--- src/rtl/shift_cmd_if.sv ---
// Handshake and shifter-drive bundle between the datapath control, the command
// sequencer and the combinational left barrel shifter.
interface shift_cmd_if #(
   parameter int DEPTH = 4
);
   localparam int CW = $clog2(DEPTH + 1);

   logic          in_valid;
   logic          in_ready;
   logic [15:0]   in_data;
   logic [3:0]    in_amt;
   logic [15:0]   sh_i;
   logic          sh_s0;
   logic          sh_s1;
   logic          sh_s2;
   logic          sh_s3;
   logic [15:0]   sh_o;
   logic          out_valid;
   logic          out_ready;
   logic [15:0]   out_data;
   logic [CW-1:0] count;

   modport slave (
      input  in_valid, in_data, in_amt, sh_o, out_ready,
      output in_ready, sh_i, sh_s0, sh_s1, sh_s2, sh_s3, out_valid, out_data, count
   );

   modport master (
      output in_valid, in_data, in_amt, sh_o, out_ready,
      input  in_ready, sh_i, sh_s0, sh_s1, sh_s2, sh_s3, out_valid, out_data, count
   );
endinterface

--- src/rtl/shift_cmd_sequencer.sv ---
// Command FIFO feeding a combinational left barrel shifter, with a registered
// result stage presented downstream over valid/ready.
//
// state   | meaning
// --------+---------------------------------------------------------
// ST_IDLE | result register empty, out_valid low
// ST_HOLD | result register holds an undelivered result, out_valid high
module shift_cmd_sequencer #(
   parameter int DEPTH = 4
) (
   input logic         clk,
   input logic         rst,
   shift_cmd_if.slave  bus
);
   localparam int AW = (DEPTH > 1) ? $clog2(DEPTH) : 1;
   localparam int CW = $clog2(DEPTH + 1);
   localparam logic [CW-1:0] FULL_CNT = CW'(DEPTH);

   typedef enum logic {
      ST_IDLE,
      ST_HOLD
   } out_state_t;

   out_state_t    state_q;
   out_state_t    state_d;

   logic [15:0]   data_mem [DEPTH];
   logic [3:0]    amt_mem  [DEPTH];
   logic [AW-1:0] wr_ptr;
   logic [AW-1:0] rd_ptr;
   logic [CW-1:0] count_q;
   logic [15:0]   out_data_q;

   logic          full;
   logic          empty;
   logic          push;
   logic          pop;
   logic [15:0]   head_data;
   logic [3:0]    head_amt;

   assign full  = (count_q == FULL_CNT);
   assign empty = (count_q == '0);

   // in_ready depends only on occupancy, so a pop cannot open a slot in the same cycle
   assign push = bus.in_valid & ~full;
   assign pop  = ~empty & ((state_q == ST_IDLE) | bus.out_ready);

   always_ff @(posedge clk) begin
      if (rst) begin
         wr_ptr  <= '0;
         rd_ptr  <= '0;
         count_q <= '0;
      end else begin
         if (push) begin
            wr_ptr <= wr_ptr + AW'(1);
         end
         if (pop) begin
            rd_ptr <= rd_ptr + AW'(1);
         end
         case ({push, pop})
            2'b10:   count_q <= count_q + CW'(1);
            2'b01:   count_q <= count_q - CW'(1);
            default: count_q <= count_q;
         endcase
      end
   end

   // Storage needs no reset: the head is masked whenever the FIFO is empty.
   always_ff @(posedge clk) begin
      if (push && !rst) begin
         data_mem[wr_ptr] <= bus.in_data;
         amt_mem[wr_ptr]  <= bus.in_amt;
      end
   end

   always_ff @(posedge clk) begin
      if (rst) begin
         out_data_q <= '0;
      end else if (pop) begin
         out_data_q <= bus.sh_o;
      end
   end

   always_ff @(posedge clk) begin
      if (rst) begin
         state_q <= ST_IDLE;
      end else begin
         state_q <= state_d;
      end
   end

   always_comb begin
      state_d = state_q;
      case (state_q)
         ST_IDLE: begin
            if (pop) begin
               state_d = ST_HOLD;
            end
         end
         ST_HOLD: begin
            if (pop) begin
               state_d = ST_HOLD;
            end else if (bus.out_ready) begin
               state_d = ST_IDLE;
            end
         end
         default: state_d = ST_IDLE;
      endcase
   end

   assign head_data = data_mem[rd_ptr];
   assign head_amt  = amt_mem[rd_ptr];

   assign bus.sh_i      = empty ? 16'h0000 : head_data;
   assign bus.sh_s0     = ~empty & head_amt[0];
   assign bus.sh_s1     = ~empty & head_amt[1];
   assign bus.sh_s2     = ~empty & head_amt[2];
   assign bus.sh_s3     = ~empty & head_amt[3];

   assign bus.in_ready  = ~full;
   assign bus.out_valid = (state_q == ST_HOLD);
   assign bus.out_data  = out_data_q;
   assign bus.count     = count_q;
endmodule

--- src/flat_wrapper.sv ---
// flat-port wrapper written by rule: the top's interface ports become plain ports
module shift_cmd_sequencer_flat 
#(
   parameter int DEPTH = 4
)
  (clk, rst, bus_in_valid, bus_in_data, bus_in_amt, bus_sh_o, bus_out_ready, bus_in_ready, bus_sh_i, bus_sh_s0, bus_sh_s1, bus_sh_s2, bus_sh_s3, bus_out_valid, bus_out_data, bus_count);
  shift_cmd_if #(.DEPTH(DEPTH)) bus_i ();
  input logic clk;
  input logic rst;
  input wire logic [$bits(bus_i.in_valid)-1:0] bus_in_valid;
  input wire logic [$bits(bus_i.in_data)-1:0] bus_in_data;
  input wire logic [$bits(bus_i.in_amt)-1:0] bus_in_amt;
  input wire logic [$bits(bus_i.sh_o)-1:0] bus_sh_o;
  input wire logic [$bits(bus_i.out_ready)-1:0] bus_out_ready;
  output wire logic [$bits(bus_i.in_ready)-1:0] bus_in_ready;
  output wire logic [$bits(bus_i.sh_i)-1:0] bus_sh_i;
  output wire logic [$bits(bus_i.sh_s0)-1:0] bus_sh_s0;
  output wire logic [$bits(bus_i.sh_s1)-1:0] bus_sh_s1;
  output wire logic [$bits(bus_i.sh_s2)-1:0] bus_sh_s2;
  output wire logic [$bits(bus_i.sh_s3)-1:0] bus_sh_s3;
  output wire logic [$bits(bus_i.out_valid)-1:0] bus_out_valid;
  output wire logic [$bits(bus_i.out_data)-1:0] bus_out_data;
  output wire logic [$bits(bus_i.count)-1:0] bus_count;
  assign bus_i.in_valid = bus_in_valid;
  assign bus_i.in_data = bus_in_data;
  assign bus_i.in_amt = bus_in_amt;
  assign bus_i.sh_o = bus_sh_o;
  assign bus_i.out_ready = bus_out_ready;
  assign bus_in_ready = bus_i.in_ready;
  assign bus_sh_i = bus_i.sh_i;
  assign bus_sh_s0 = bus_i.sh_s0;
  assign bus_sh_s1 = bus_i.sh_s1;
  assign bus_sh_s2 = bus_i.sh_s2;
  assign bus_sh_s3 = bus_i.sh_s3;
  assign bus_out_valid = bus_i.out_valid;
  assign bus_out_data = bus_i.out_data;
  assign bus_count = bus_i.count;
  shift_cmd_sequencer #(.DEPTH(DEPTH)) u_core (.clk(clk), .rst(rst), .bus(bus_i));
endmodule
--- config.mk ---
export PLATFORM = sky130hd
export DESIGN_NAME = shift_cmd_sequencer_flat
export DESIGN_NICKNAME = d
export VERILOG_FILES = /design/src/rtl/shift_cmd_if.sv /design/src/rtl/shift_cmd_sequencer.sv /design/src/flat_wrapper.sv
export SDC_FILE = /design/constraint.sdc
export NUM_CORES = 1
export LEC_CHECK = 0
export CAP_MARGIN = 20
export CORE_ASPECT_RATIO = 0.7
export CORE_MARGIN = 2
export CORE_UTILIZATION = 54
export DETAILED_ROUTE_END_ITERATION = 6
export PLACE_DENSITY = 0.88
export SYNTH_ARGS = -nofsm -noshare
export SYNTH_HDL_FRONTEND = slang
export SYNTH_SLANG_ARGS = --single-unit
export TNS_END_PERCENT = 50
--- constraint.sdc ---
create_clock -name clk -period 4.3 [get_ports clk]
set_input_delay 0.43 -clock clk [delete_from_list [all_inputs] [get_ports clk]]
set_output_delay 0.43 -clock clk [all_outputs]
set_load 0.02 [all_outputs]
After elaboration in Yosys (flattened, before gate mapping)
Memory sizes are Yosys's and may differ from the RTL's. A register that Yosys moved wholly into a read port is not among the register bits.
Index checks and enable logic that the tools add are counted.
- register bits: 24
- RAM bits: 80
- input bits: 40
- output and inout bits: 41
- logic and storage cells: 40
- memories: 2
- memory list (name ; depth ; width ; read ports ; clocked after Yosys merged registers in ; wr ports ; RTL line ; source):
    u_core.data_mem ; 4 ; 16 ; 1 ; 1 ; 1 ; shift_cmd_sequencer.sv:27 ; logic [15:0] data_mem [DEPTH];
    u_core.amt_mem ; 4 ; 4 ; 1 ; 1 ; 1 ; shift_cmd_sequencer.sv:28 ; logic [3:0] amt_mem [DEPTH];
- $add $sub $neg: 4
- equality and inequality tests: 3
- mux-type cells: 12
- bitwise logic cells: 10
- reduce and logical (&&, ||, !) cells: 4
- operators by type and width (operator ; count):
    two-way mux 16 bit ; 1
    two-way mux 2 bit ; 4
    bitwise AND 1 bit ; 6
    one-hot mux 3 bit (2 select lines) ; 1
    two-way mux 1 bit ; 5
    adder 2 x 1 -> 2 bit (second input constant) ; 2
    adder 3 x 1 -> 3 bit (second input constant) ; 1
    == test 3 bit (second input constant) ; 1
    zero test 3 bit ; 1
    inverter 1 bit ; 3
    subtractor 3 x 1 -> 3 bit (second input constant) ; 1
    == test 2 x 1 -> 1 bit (second input constant) ; 1
    == test 2 bit (second input constant) ; 1
    one-hot mux 1 bit (2 select lines) ; 1
    nonzero test 2 bit ; 1
    logical AND 1 bit ; 1
    zero test 1 bit ; 1
    OR 1 bit ; 1

Longest topological paths before layout
- depth after elaboration: 6
- depth in mapped cells: 9
- depth with buffers taken out: 9

Worst setup path before layout
Ideal clock, no wire load.
- kind: register to register
- from: register u_core.count_q[0], in the netlist u_core.bus.count[0]
- to: memory u_core.amt_mem[1][0] (enable)
- library setup time: 0.427 ns
- arrival time: 2.604 ns
- setup slack: 1.269 ns
- cell stages (with the launch flop): 5
- buffers on the path: 0
- period minus slack after synthesis: 3.031 ns
- cells stage by stage: dfxtp_1 or3b_1 and2_4 inv_1 nor3b_1
- longest elaborated chain between the ends: 6
- ends and longest elaborated chain (element ; RTL line ; source):
    start, declared ; shift_cmd_sequencer.sv:31 ; logic [CW-1:0] count_q;
    start signal, assigned ; shift_cmd_sequencer.sv:61 ; 2'b10: count_q <= count_q + CW'(1);
    start signal, assigned ; shift_cmd_sequencer.sv:62 ; 2'b01: count_q <= count_q - CW'(1);
    start signal, assigned ; shift_cmd_sequencer.sv:63 ; default: count_q <= count_q;
    == test 3 bit ; shift_cmd_sequencer.sv:41 ; assign full = (count_q == FULL_CNT);
    inverter 1 bit ; n/a ;
    named net bus_in_ready ; flat_wrapper.sv:15 ; output wire logic [$bits(bus_i.in_ready)-1:0] bus_in_ready;
    bitwise AND 1 bit ; shift_cmd_sequencer.sv:45 ; assign push = bus.in_valid & ~full;
    logical AND 1 bit ; shift_cmd_sequencer.sv:70 ; if (push && !rst) begin
    two-way mux 1 bit ; shift_cmd_sequencer.sv:70 ;
    two-way mux 1 bit (not written as such) ; shift_cmd_sequencer.sv:72 ; amt_mem[wr_ptr] <= bus.in_amt;
    end, declared ; shift_cmd_sequencer.sv:28 ;
The timed path passes the listed nets, and every way through them passes these cells.

Worst setup path in the final report
- from: register u_core.count_q[2], in the netlist u_core.bus.count[2]
- to: output bus_sh_s0
- longest elaborated chain between the ends: 3
- ends and longest elaborated chain (element ; RTL line ; source):
    zero test 3 bit ; shift_cmd_sequencer.sv:42 ; assign empty = (count_q == '0);
    inverter 1 bit ; shift_cmd_sequencer.sv:115 ; assign bus.sh_s0 = ~empty & head_amt[0];
    bitwise AND 1 bit ; shift_cmd_sequencer.sv:115 ;
    end, declared ; flat_wrapper.sv:17 ; output wire logic [$bits(bus_i.sh_s0)-1:0] bus_sh_s0;
Every way passes these cells.

==> results summary <==
After detailed placement, the total cell area comes to a little over 0.005 mm^2. The H-tree generated during clock tree synthesis spans 3 levels. The power per cell area is 627.6 mW/mm^2. The wire-length estimate of the detail-placed layout is between 5000 and 6000 um. At the worst endpoint, the required time is around 3.9 ns.

Headroom to the max-slew limit came out at 0.3399. The clock slew at the register clock pins of the worst setup and hold paths came out at approximately 0.090 ns. The root buffer cell is sky130_fd_sc_hd__clkbuf_8. The detailed-route wire length is about 8000 um. The max-capacitance violation count is 0. Synthesis instantiated 26 different standard cells from the library. The share of the yosys chip area belonging to registers came out at 0.6965. The worst hold slack after final layout came out at around 0.48 ns. The share of the synthesized area in compound gates (AO/OA/AOI/OAI) is 0.04293. After synthesis, the largest family of logic cells by area is multiplexers. The fraction of synthesized cell area taken by the top area cell type came out at 0.5725. The number of clock buffers inserted by TritonCTS is 9. The number of warnings printed during yosys synthesis came out at 0. The final worst-path setup slack is between 1 and 1.5 ns. The post-CTS resize count is 0. The achievable frequency is 336.5 MHz. The first global-routing pass estimated 13,100 um of wire. The average vias per placed instance is around 5.6.

The highest fanout seen on the critical path came out at 42. The average cell area after synthesis is about 16 um^2. The final non-filler cell total came out at 441. STA classifies the critical path endpoint as a primary output.

The run finished with clean final reports. Setup repair after global routing left no endpoint under its margin. The ratio of final minimum period to clock period is 0.6910. After layout, the design draws a total of around 3.4 mW.

Walking the worst path, the cells encountered are nor3_4 > buf_4 > and2b_1 > clkdlybuf4s50_1. The time the worst path needs with I/O delays and setup is 2.971 ns. TritonCTS built the clock tree. The clock sink count is around 110. The fraction of synthesized cell area in xor and xnor cells is 0.004174. The total negative slack for setup checks came out at 0 ns. The critical path contains buffers and inverters numbering 2 combined. On the critical path the largest part of the delay comes from buffers and inverters. The transition time at the pin with the least slew margin is roughly 0.99 ns. After floorplanning, the core was divided into 26 placement rows. By area the synthesized netlist is led by sky130_fd_sc_hd__edfxtp_1, sky130_fd_sc_hd__dfxtp_1, sky130_fd_sc_hd__mux4_2, sky130_fd_sc_hd__nand3b_1, sky130_fd_sc_hd__a21oi_1. The initial antenna violation count was 0. The utilization after layout is 0.7198.

The maximum clock path buffer count is 2. The setup clock skew after layout is 0.004935 ns. The die area is roughly 0.0085 mm^2. The die extent in y is ~78 um. The cell at the slowest stage of the critical path is sky130_fd_sc_hd__nor3_4.

The worst setup path is launched from a flip-flop. The arrival time of data at the critical path endpoint is about 2.5 ns. The number of top-level pins came out at 81. The total congestion overflow after global routing is 0. The multiplexer area fraction after synthesis came out at 0.1213. The global-route usage over all layers is 0.2136. In the synthesized netlist the dominant register cell turns out to be sky130_fd_sc_hd__edfxtp_1. Detailed routing inserted a total of between 2k and 2.5k vias.

The detailed-routing iteration count for the pre-antenna-repair pass came out at 4. The worst slack at placement came out at ~1.5 ns. For this design the static power due to leakage is between 1.5 and 2 nW. The number of enable flip-flop cells after synthesis came out at 80. In this design, the stage delay of the slowest critical-path cell is around 0.59 ns.

Of the total synthesized cell area, the portion taken by AND, OR, NAND and NOR gates is 0.09422. The clock reaches the later pin of the worst-skew pair after 0.36 ns. The largest net degree at the start of global routing came out at 43. The number of inserted diodes came out at 0. The post-route antenna net violation count came out at 0. The synthesized netlist net count came out at between 300 and 400. The count of mapped cells out of synthesis is around 260. The number of failing setup endpoints in the final timing report is 0. The area of all placed cells without fillers is between 0.005 and 0.006 mm^2. The post-detailed-route DRC marker count came out at 0. The final-report hold violation count is 0. Port buffering added 80 buffers. The number of max-slew violations in the final report is 0. Routability-driven placement finished with a final weighted congestion of ~0.71. The number of global-route vias before repair came out at between 2k and 3k.

Of the total synthesized cell area, the portion taken by full adders, half adders and majority gates is 0.01968. The die boundary width is ~110 um. The number of nets at the end of the flow is between 300 and 400.

The hold-fix buffer count after cts came out at 0. The number of buffers inserted to repair setup after CTS is 0. The worst setup path is of the flip-flop to primary output kind.

The share of synthesized registers carrying an async set or reset is 0. The area of the placeable core came out at 0.007417 mm^2. The cell accounting for the most synthesized area is sky130_fd_sc_hd__edfxtp_1.

The number of instances in the placed design is roughly 430. The initial utilization of the core area, before any placement, comes to 0.5658. Across the VDD grid, the largest voltage drop is approximately 370 uV. Summing every instance area after synthesis gives around 0.0042 mm^2. Relative to the synthesized area, the layout overhead comes to 27.22%. Dividing the detail-routed wire length by the instance count gives ~19 um. The synthesis-stage register bit count came out at 106. The min-delay analysis places its worst path in the category flip-flop to flip-flop. The fraction of layout instances using a drive strength above 1 is 0.1458. The number of DRC markers in iteration 0 is approximately 160.
[worst min-delay path, delay by kind of cell (launching register included)]
kind	cells	cell delay (ns)
flops	1	0.32
compound gates	2	0.12
[cell families after synthesis]
group	count (synthesis)
xor gates and xnor gates	2
DFF	106
adders and majority gates	6
and+or+nand+nor	59
muxes	25
buffers and inverters	22
AOI/OAI and AO/OA	36
[synthesized netlist by cell type (all sizes together) (2+ instances only)]
library cell,count
mux4,20
dfxtp,26
mux2,4
nor3b,5
o21ai,17
edfxtp,80
nor2,8
ha,5
nand2b,3
inv,6
and2b,8
xor2,2
buf,6
nor2b,15
a21oi,19
nand3b,16
clkbuf,10
[state kept, by name (all words and copies together) (netlist names), named ones only]
| register | count |
|---|---|
| u_core.bus.out_valid | 1 |
| u_core.wr_ptr | 2 |
| u_core.amt_mem | 16 |
| u_core.bus.count | 3 |
| u_core.data_mem | 64 |
| u_core.rd_ptr | 2 |
| u_core.bus.out_data | 16 |
[layout make-up]
cell class	instances	area [um^2]
sequential	106	2923
fill	488	2078
multi-input combinational	128	1211
timing repair buffer	88	860.8
clock buffer	11	131.4
tap	98	122.6
clock inverter	4	67.56
inverter	6	22.52
[final timing paths]
| kind | to | startpoint | depth (start not counted) | slack (ns) |
|---|---|---|---|---|
| max | bus_sh_s0 | u_core.bus.count[2]$_SDFFE_PP0P_ | 4 | 1.33 |
| min | u_core.bus.out_data[8]$_SDFFE_PP0P_ | u_core.bus.out_data[8]$_SDFFE_PP0P_ | 2 | 0.48 |
| max reg2reg | u_core.bus.count[2]$_SDFFE_PP0P_ | u_core.bus.count[2]$_SDFFE_PP0P_ | 9 | 1.56 |
| min reg2reg | u_core.bus.out_data[8]$_SDFFE_PP0P_ | u_core.bus.out_data[8]$_SDFFE_PP0P_ | 2 | 0.48 |
[power breakdown]
group          internal (mW)  switching (mW)  total [mW]  leakage (nW)
clock network          0.322           0.300       0.622        0.0985
logic                  0.710           0.703        1.41         0.730
registers               1.23          0.0860        1.32         0.940
total                   2.26            1.09        3.35          1.77
[layer usage]
layer  GRT usage  vias up  share of wire
li1            -     1135              -
met4     0.08861        0          0.018
met1      0.2836     1225           0.42
met2      0.3352       92           0.50
met5           0        -              0
met3     0.05798       14          0.059
[layout by cell type, fill, tap and decap left out, types with 2 or more instances in the layout]
master | synthesis | routed
sky130_fd_sc_hd__nor2_1 | 8 | 8
sky130_fd_sc_hd__mux4_2 | 20 | 20
sky130_fd_sc_hd__o21ai_0 | 17 | 17
sky130_fd_sc_hd__buf_4 | 0 | 8
sky130_fd_sc_hd__clkinv_1 | 0 | 2
sky130_fd_sc_hd__mux2_2 | 3 | 3
sky130_fd_sc_hd__nand2b_1 | 3 | 3
sky130_fd_sc_hd__nand3b_1 | 16 | 16
sky130_fd_sc_hd__nor2b_1 | 15 | 15
sky130_fd_sc_hd__edfxtp_1 | 80 | 80
sky130_fd_sc_hd__ha_1 | 5 | 5
sky130_fd_sc_hd__inv_1 | 6 | 6
sky130_fd_sc_hd__a21oi_1 | 19 | 19
sky130_fd_sc_hd__nor3b_2 | 0 | 4
sky130_fd_sc_hd__dfxtp_1 | 26 | 26
sky130_fd_sc_hd__xor2_1 | 2 | 2
sky130_fd_sc_hd__clkbuf_8 | 0 | 9
sky130_fd_sc_hd__clkbuf_1 | 9 | 2
sky130_fd_sc_hd__bufinv_16 | 0 | 2
sky130_fd_sc_hd__and2b_1 | 8 | 8
sky130_fd_sc_hd__clkdlybuf4s50_1 | 0 | 80
Note: power is estimated with default switching activity, not from simulation.
